<file path="src/rtl/fetch_queue_pkg.sv">
// -----------------------------------------------------------------------------
// fetch_queue_pkg
// Shared fetch-path constants used by the prefetch / decode queue.
//   FQ_INSN_WIDTH   width of one instruction word
//   FQ_LGDEPTH      default log2 depth of the fetch queue
//   fq_entry_width  width of one queued entry {illegal, pc, insn}
// -----------------------------------------------------------------------------
package fetch_queue_pkg;

   localparam int unsigned FQ_INSN_WIDTH = 32;
   localparam int unsigned FQ_LGDEPTH    = 2;

   // One entry carries the illegal flag, the PC and the instruction word.
   function automatic int unsigned fq_entry_width(input int unsigned aw);
      return 1 + aw + FQ_INSN_WIDTH;
   endfunction

endpackage : fetch_queue_pkg

</file>
<file path="src/rtl/fetch_queue.sv">
// -----------------------------------------------------------------------------
// fetch_queue
// In-order instruction queue between the prefetch stage and decode, with a
// first-word-fall-through head. Flushed on a branch or a cache clear.
//
// Ports:
//   i_clk, i_rst        clock, synchronous active-high reset
//   i_new_pc            branch taken, drop all queued entries
//   i_clear_cache       cache clear, drop all queued entries
//   i_pf_valid          prefetch word valid
//   i_pf_insn/pc/illegal  prefetch word contents
//   o_pf_stalled_n      queue can accept a word this cycle
//   o_valid             head entry valid
//   o_insn/pc/illegal   head entry contents (don't-care when !o_valid)
//   i_dec_stalled_n     decode consumes the head this cycle
//   o_fill              current occupancy
// -----------------------------------------------------------------------------
module fetch_queue
   import fetch_queue_pkg::*;
#(
   parameter int unsigned ADDRESS_WIDTH = 32,
   parameter int unsigned LGDEPTH       = FQ_LGDEPTH
) (
   input  logic                      i_clk,
   input  logic                      i_rst,
   input  logic                      i_new_pc,
   input  logic                      i_clear_cache,
   input  logic                      i_pf_valid,
   input  logic [FQ_INSN_WIDTH-1:0]  i_pf_insn,
   input  logic [ADDRESS_WIDTH-1:0]  i_pf_pc,
   input  logic                      i_pf_illegal,
   output logic                      o_pf_stalled_n,
   output logic                      o_valid,
   output logic [FQ_INSN_WIDTH-1:0]  o_insn,
   output logic [ADDRESS_WIDTH-1:0]  o_pc,
   output logic                      o_illegal,
   input  logic                      i_dec_stalled_n,
   output logic [LGDEPTH:0]          o_fill
);

   localparam int unsigned EW    = fq_entry_width(ADDRESS_WIDTH);
   localparam int unsigned DEPTH = 1 << LGDEPTH;
   localparam logic [LGDEPTH:0] FULL_FILL = (LGDEPTH+1)'(DEPTH);

   // Pointers carry one extra MSB so full and empty are distinguishable.
   logic [LGDEPTH:0] wr_ptr_q, wr_ptr_d;
   logic [LGDEPTH:0] rd_ptr_q, rd_ptr_d;
   logic [EW-1:0]    mem_q [DEPTH];
   logic [EW-1:0]    head;

   logic full, empty, flush, push, pop;

   assign o_fill = wr_ptr_q - rd_ptr_q;
   assign full   = (o_fill == FULL_FILL);
   assign empty  = (o_fill == '0);
   assign flush  = i_new_pc || i_clear_cache;

   // Acceptance depends only on registered pointers: no push into a full
   // queue even if decode pops in the same cycle.
   assign o_pf_stalled_n = !full;
   assign o_valid        = !empty;
   assign push           = i_pf_valid && o_pf_stalled_n;
   assign pop            = o_valid && i_dec_stalled_n;

   // NOTE: every always_comb output gets a default first so no path leaves
   // it unassigned, which would infer a latch.
   always_comb begin
      wr_ptr_d = wr_ptr_q;
      rd_ptr_d = rd_ptr_q;
      if (flush) begin
         // Drop everything; a push in the same cycle is discarded.
         rd_ptr_d = wr_ptr_q;
      end else begin
         if (push) wr_ptr_d = wr_ptr_q + 1'b1;
         if (pop)  rd_ptr_d = rd_ptr_q + 1'b1;
      end
   end

   // NOTE: sequential state uses non-blocking assignments so every register
   // samples the pre-edge values regardless of statement order.
   always_ff @(posedge i_clk) begin
      if (i_rst) begin
         wr_ptr_q <= '0;
         rd_ptr_q <= '0;
      end else begin
         wr_ptr_q <= wr_ptr_d;
         rd_ptr_q <= rd_ptr_d;
      end
   end

   // NOTE: the storage array is deliberately not reset; its contents are
   // only observed through valid pointers, and leaving out the reset lets it
   // map to plain flops or LUT-RAM.
   always_ff @(posedge i_clk) begin
      if (!i_rst && push && !flush)
         mem_q[wr_ptr_q[LGDEPTH-1:0]] <= {i_pf_illegal, i_pf_pc, i_pf_insn};
   end

   assign head      = mem_q[rd_ptr_q[LGDEPTH-1:0]];
   assign o_insn    = head[FQ_INSN_WIDTH-1:0];
   assign o_pc      = head[FQ_INSN_WIDTH +: ADDRESS_WIDTH];
   assign o_illegal = head[EW-1];

endmodule : fetch_queue

</file>
<file path="config.mk">
export PLATFORM = sky130hd
export DESIGN_NAME = fetch_queue
export DESIGN_NICKNAME = d
export VERILOG_FILES = /design/src/rtl/fetch_queue_pkg.sv /design/src/rtl/fetch_queue.sv
export SDC_FILE = /design/constraint.sdc
export NUM_CORES = 1
export LEC_CHECK = 0
export BUFFER_PORTS_ARGS = -buffer_cell sky130_fd_sc_hd__buf_4
export CORE_ASPECT_RATIO = 1.25
export CORE_MARGIN = 2
export CORE_UTILIZATION = 60
export DETAILED_ROUTE_END_ITERATION = 10
export PLACE_DENSITY = 0.81
export SETUP_SLACK_MARGIN = 0.5
export SLEW_MARGIN = 25
export SYNTH_ARGS = -nofsm -noshare
export SYNTH_HDL_FRONTEND = slang
export SYNTH_SLANG_ARGS = --single-unit
</file>
<file path="constraint.sdc">
create_clock -name i_clk -period 13.2 [get_ports i_clk]
set_clock_uncertainty 0.2 [all_clocks]
set_input_delay 1.32 -clock i_clk [delete_from_list [all_inputs] [get_ports i_clk]]
set_output_delay 1.32 -clock i_clk [all_outputs]
set_load 0.01 [all_outputs]
</file>
==> results.ini <==
[detailed_routing]
dr.first_iter.drc_count=392
drc=0
first_pass_iters=4
wl_per_cell_um=21.5
ant_nets=0
drt-total-wl_um=16800
vias=4449
viasPerCell=5.70

[grt]
busiest_layer=met2
gr-total-overflow=0
grt_antenna_before_repair=0
grt_max_degree=66
grt_pass1_vias=4885
met1_usage_pct=24.6
met2_usage_pct=35.3
grt_pass1_wl_um=26400
met3_usage_pct=3.92
grt_usage_pct=19.8

[clock_network]
post_cts_buffers=0
clock-sinks=268
clock_path_buffers=3
cts_root_buf=clkbuf_16
cts_tree=built
cts_made_buffers=25
htreeDepth=1
path_clk_slew_ps=60
insertion_delay_ps=500
cts_resized=0
holdBufCountCts=0

[yosys]
synth_most_common_cell=edfxtp_1
synth_mux_area_share_pct=15.1
synth-simple-area-share_pct=0.876
synthAdderAreaFrac_pct=0.965
syn-cell-area_um2=9850
netlist_instances=394
synth_edf_count=260
synth_area_leader_cell=edfxtp_1
synthTopCellsByCount=edfxtp_1 (260), mux4_2 (65), dfxtp_1 (8), buf_2 (7)
async_flop_share_pct=0
synth_seq_cells=268
synth_nets=472
synth_top_family_by_area=multiplexers
synthXorXnorAreaFrac_pct=0.508
syn_avg_cell_area_um2=25.0
ys_top_cells_by_area=edfxtp_1 (79%), mux4_2 (15%), dfxtp_1 (1.6%)
yosys.area.top_type_share_pct=79.2
synth_warnings=0
synth_cell_types=29
synth_ff_type=edfxtp_1
synth_compound_area_share_pct=0.813
yosysSeqAreaShare_pct=80.9

[floorplanning]
die_h_um=147
ios=141
die_area_um2=17500
start_util_pct=61.1
rows=52
coreArea_um2=16100
die_w_um=119

[placement]
dpl.cell_count=737
io_buffers=140
dp_hpwl_um=9690
gp_congestion=0.742

[critical_path]
cp_data_required_time_ps=11680
critPathCaptureType=output pin
worst_path_max_delay_cell=dfxtp_4
cp_slowest_stage_delay_ps=720
path_cells=buf_4 > mux4_2 > buf_4
critical_path_class=flop to output pin
cp_data_arrival_time_ps=2760
worstSetupStartpointType=flop
critPathMaxFanout=37
worst_path_most_repeated_cell=buf_4
ff2ff_path_depth=7

[timing]
worst_pin_slew_ps=997
slew_headroom_pct=33.5
rsz0062_at_grt=no
setup_viol=0
slew_viol_final=0
fmax_mhz=234
fin_crit_ps=4280
hold_violations=0
tns_ps=0
fin_crit_sh_pct=32.4

[final_layout]
diodes=0
area_delta_synth_final_pct=21.1
stdcell_count=780
final_util_pct=73.9
fin_nets=626
drive_gt1_share_pct=44.7

[min_path]
hold_depth=2
hp-class=flop to flop

[status]
outcome=complete, no violations

[job]
drv_cap=0

[pwr]
leakage_nw=3.99
power_density_nw_per_um2=146
ir_drop_v=0.000101

## flip-flops by register name, summed over array words and instances, names as in the netlist, named ones only
signal / cells
mem_q: 260
rd_ptr_q: 3
wr_ptr_q: 3
## cells by family after synthesis
group	after synthesis
buffers and inverters	21
AND/OR/NAND/NOR	17
AO/OA/AOI/OAI	10
XOR/XNOR	4
adder cells (fa/ha/maj)	7
multiplexers	67
flip-flops	268
## routing by layer
layer	vias up	wire length [um]
li1	1981	-
met1	2317	6520
met3	27	860
met4	0	402
met5	-	0
met2	124	8980
## area by class of cell
type,instances,area (um2)
clock buffer,30,644
inverter,6,22.5
fill,965,4210
sequential,268,7980
tap,216,270
multi-input combinational,105,1810
timing repair buffer,142,1070
clock inverter,13,144
## worst max-delay path: cells and delay by family (launching register included)
kind | cells | cell delay (ps)
buffers and inverters | 2 | 870
muxes | 1 | 620
DFF | 1 | 720
## layout by cell type (no fill, tap or decap), types with 4 or more instances in the layout
| cell | n |
|---|---|
| edfxtp_1 | 260 |
| dfxtp_1 | 6 |
| clkbuf_16 | 25 |
| clkbuf_1 | 5 |
| ha_1 | 6 |
| nor2_1 | 6 |
| mux4_2 | 65 |
| buf_4 | 142 |
| a21oi_1 | 4 |
| clkinv_1 | 4 |
| inv_1 | 5 |
## metrics by stage
| step | hold WS (ps) | setup slack (ps) | cell area, um2 | power [mW] |
|---|---|---|---|---|
| after detailed placement | 341 | 9340 | 11100 | 1.07 |
| final | 347 | 8920 | 11900 | 1.74 |
| after global routing | 391 | 8670 | 11900 | 1.79 |
| after CTS | 352 | 8800 | 11900 | 1.76 |
| after global placement | 328 | 9350 | 11100 | 1.07 |
| after floorplan | 308 | 6150 | 9850 | 1.02 |
## worst paths after layout
kind | end | slack [ps] | from
min | wr_ptr_q[2] | 350 | wr_ptr_q[2]
max reg2reg | mem_q[2][45] | 9950 | wr_ptr_q[0]
min reg2reg | wr_ptr_q[2] | 350 | wr_ptr_q[2]
max | o_pc[20] | 8920 | flop
## report_power, final
part	internal [mW]	switching, mW
Clock	0.406	0.280
Combinational	0.0597	0.0465
Sequential	0.939	0.00890
Power figures use the tool's default switching activity.
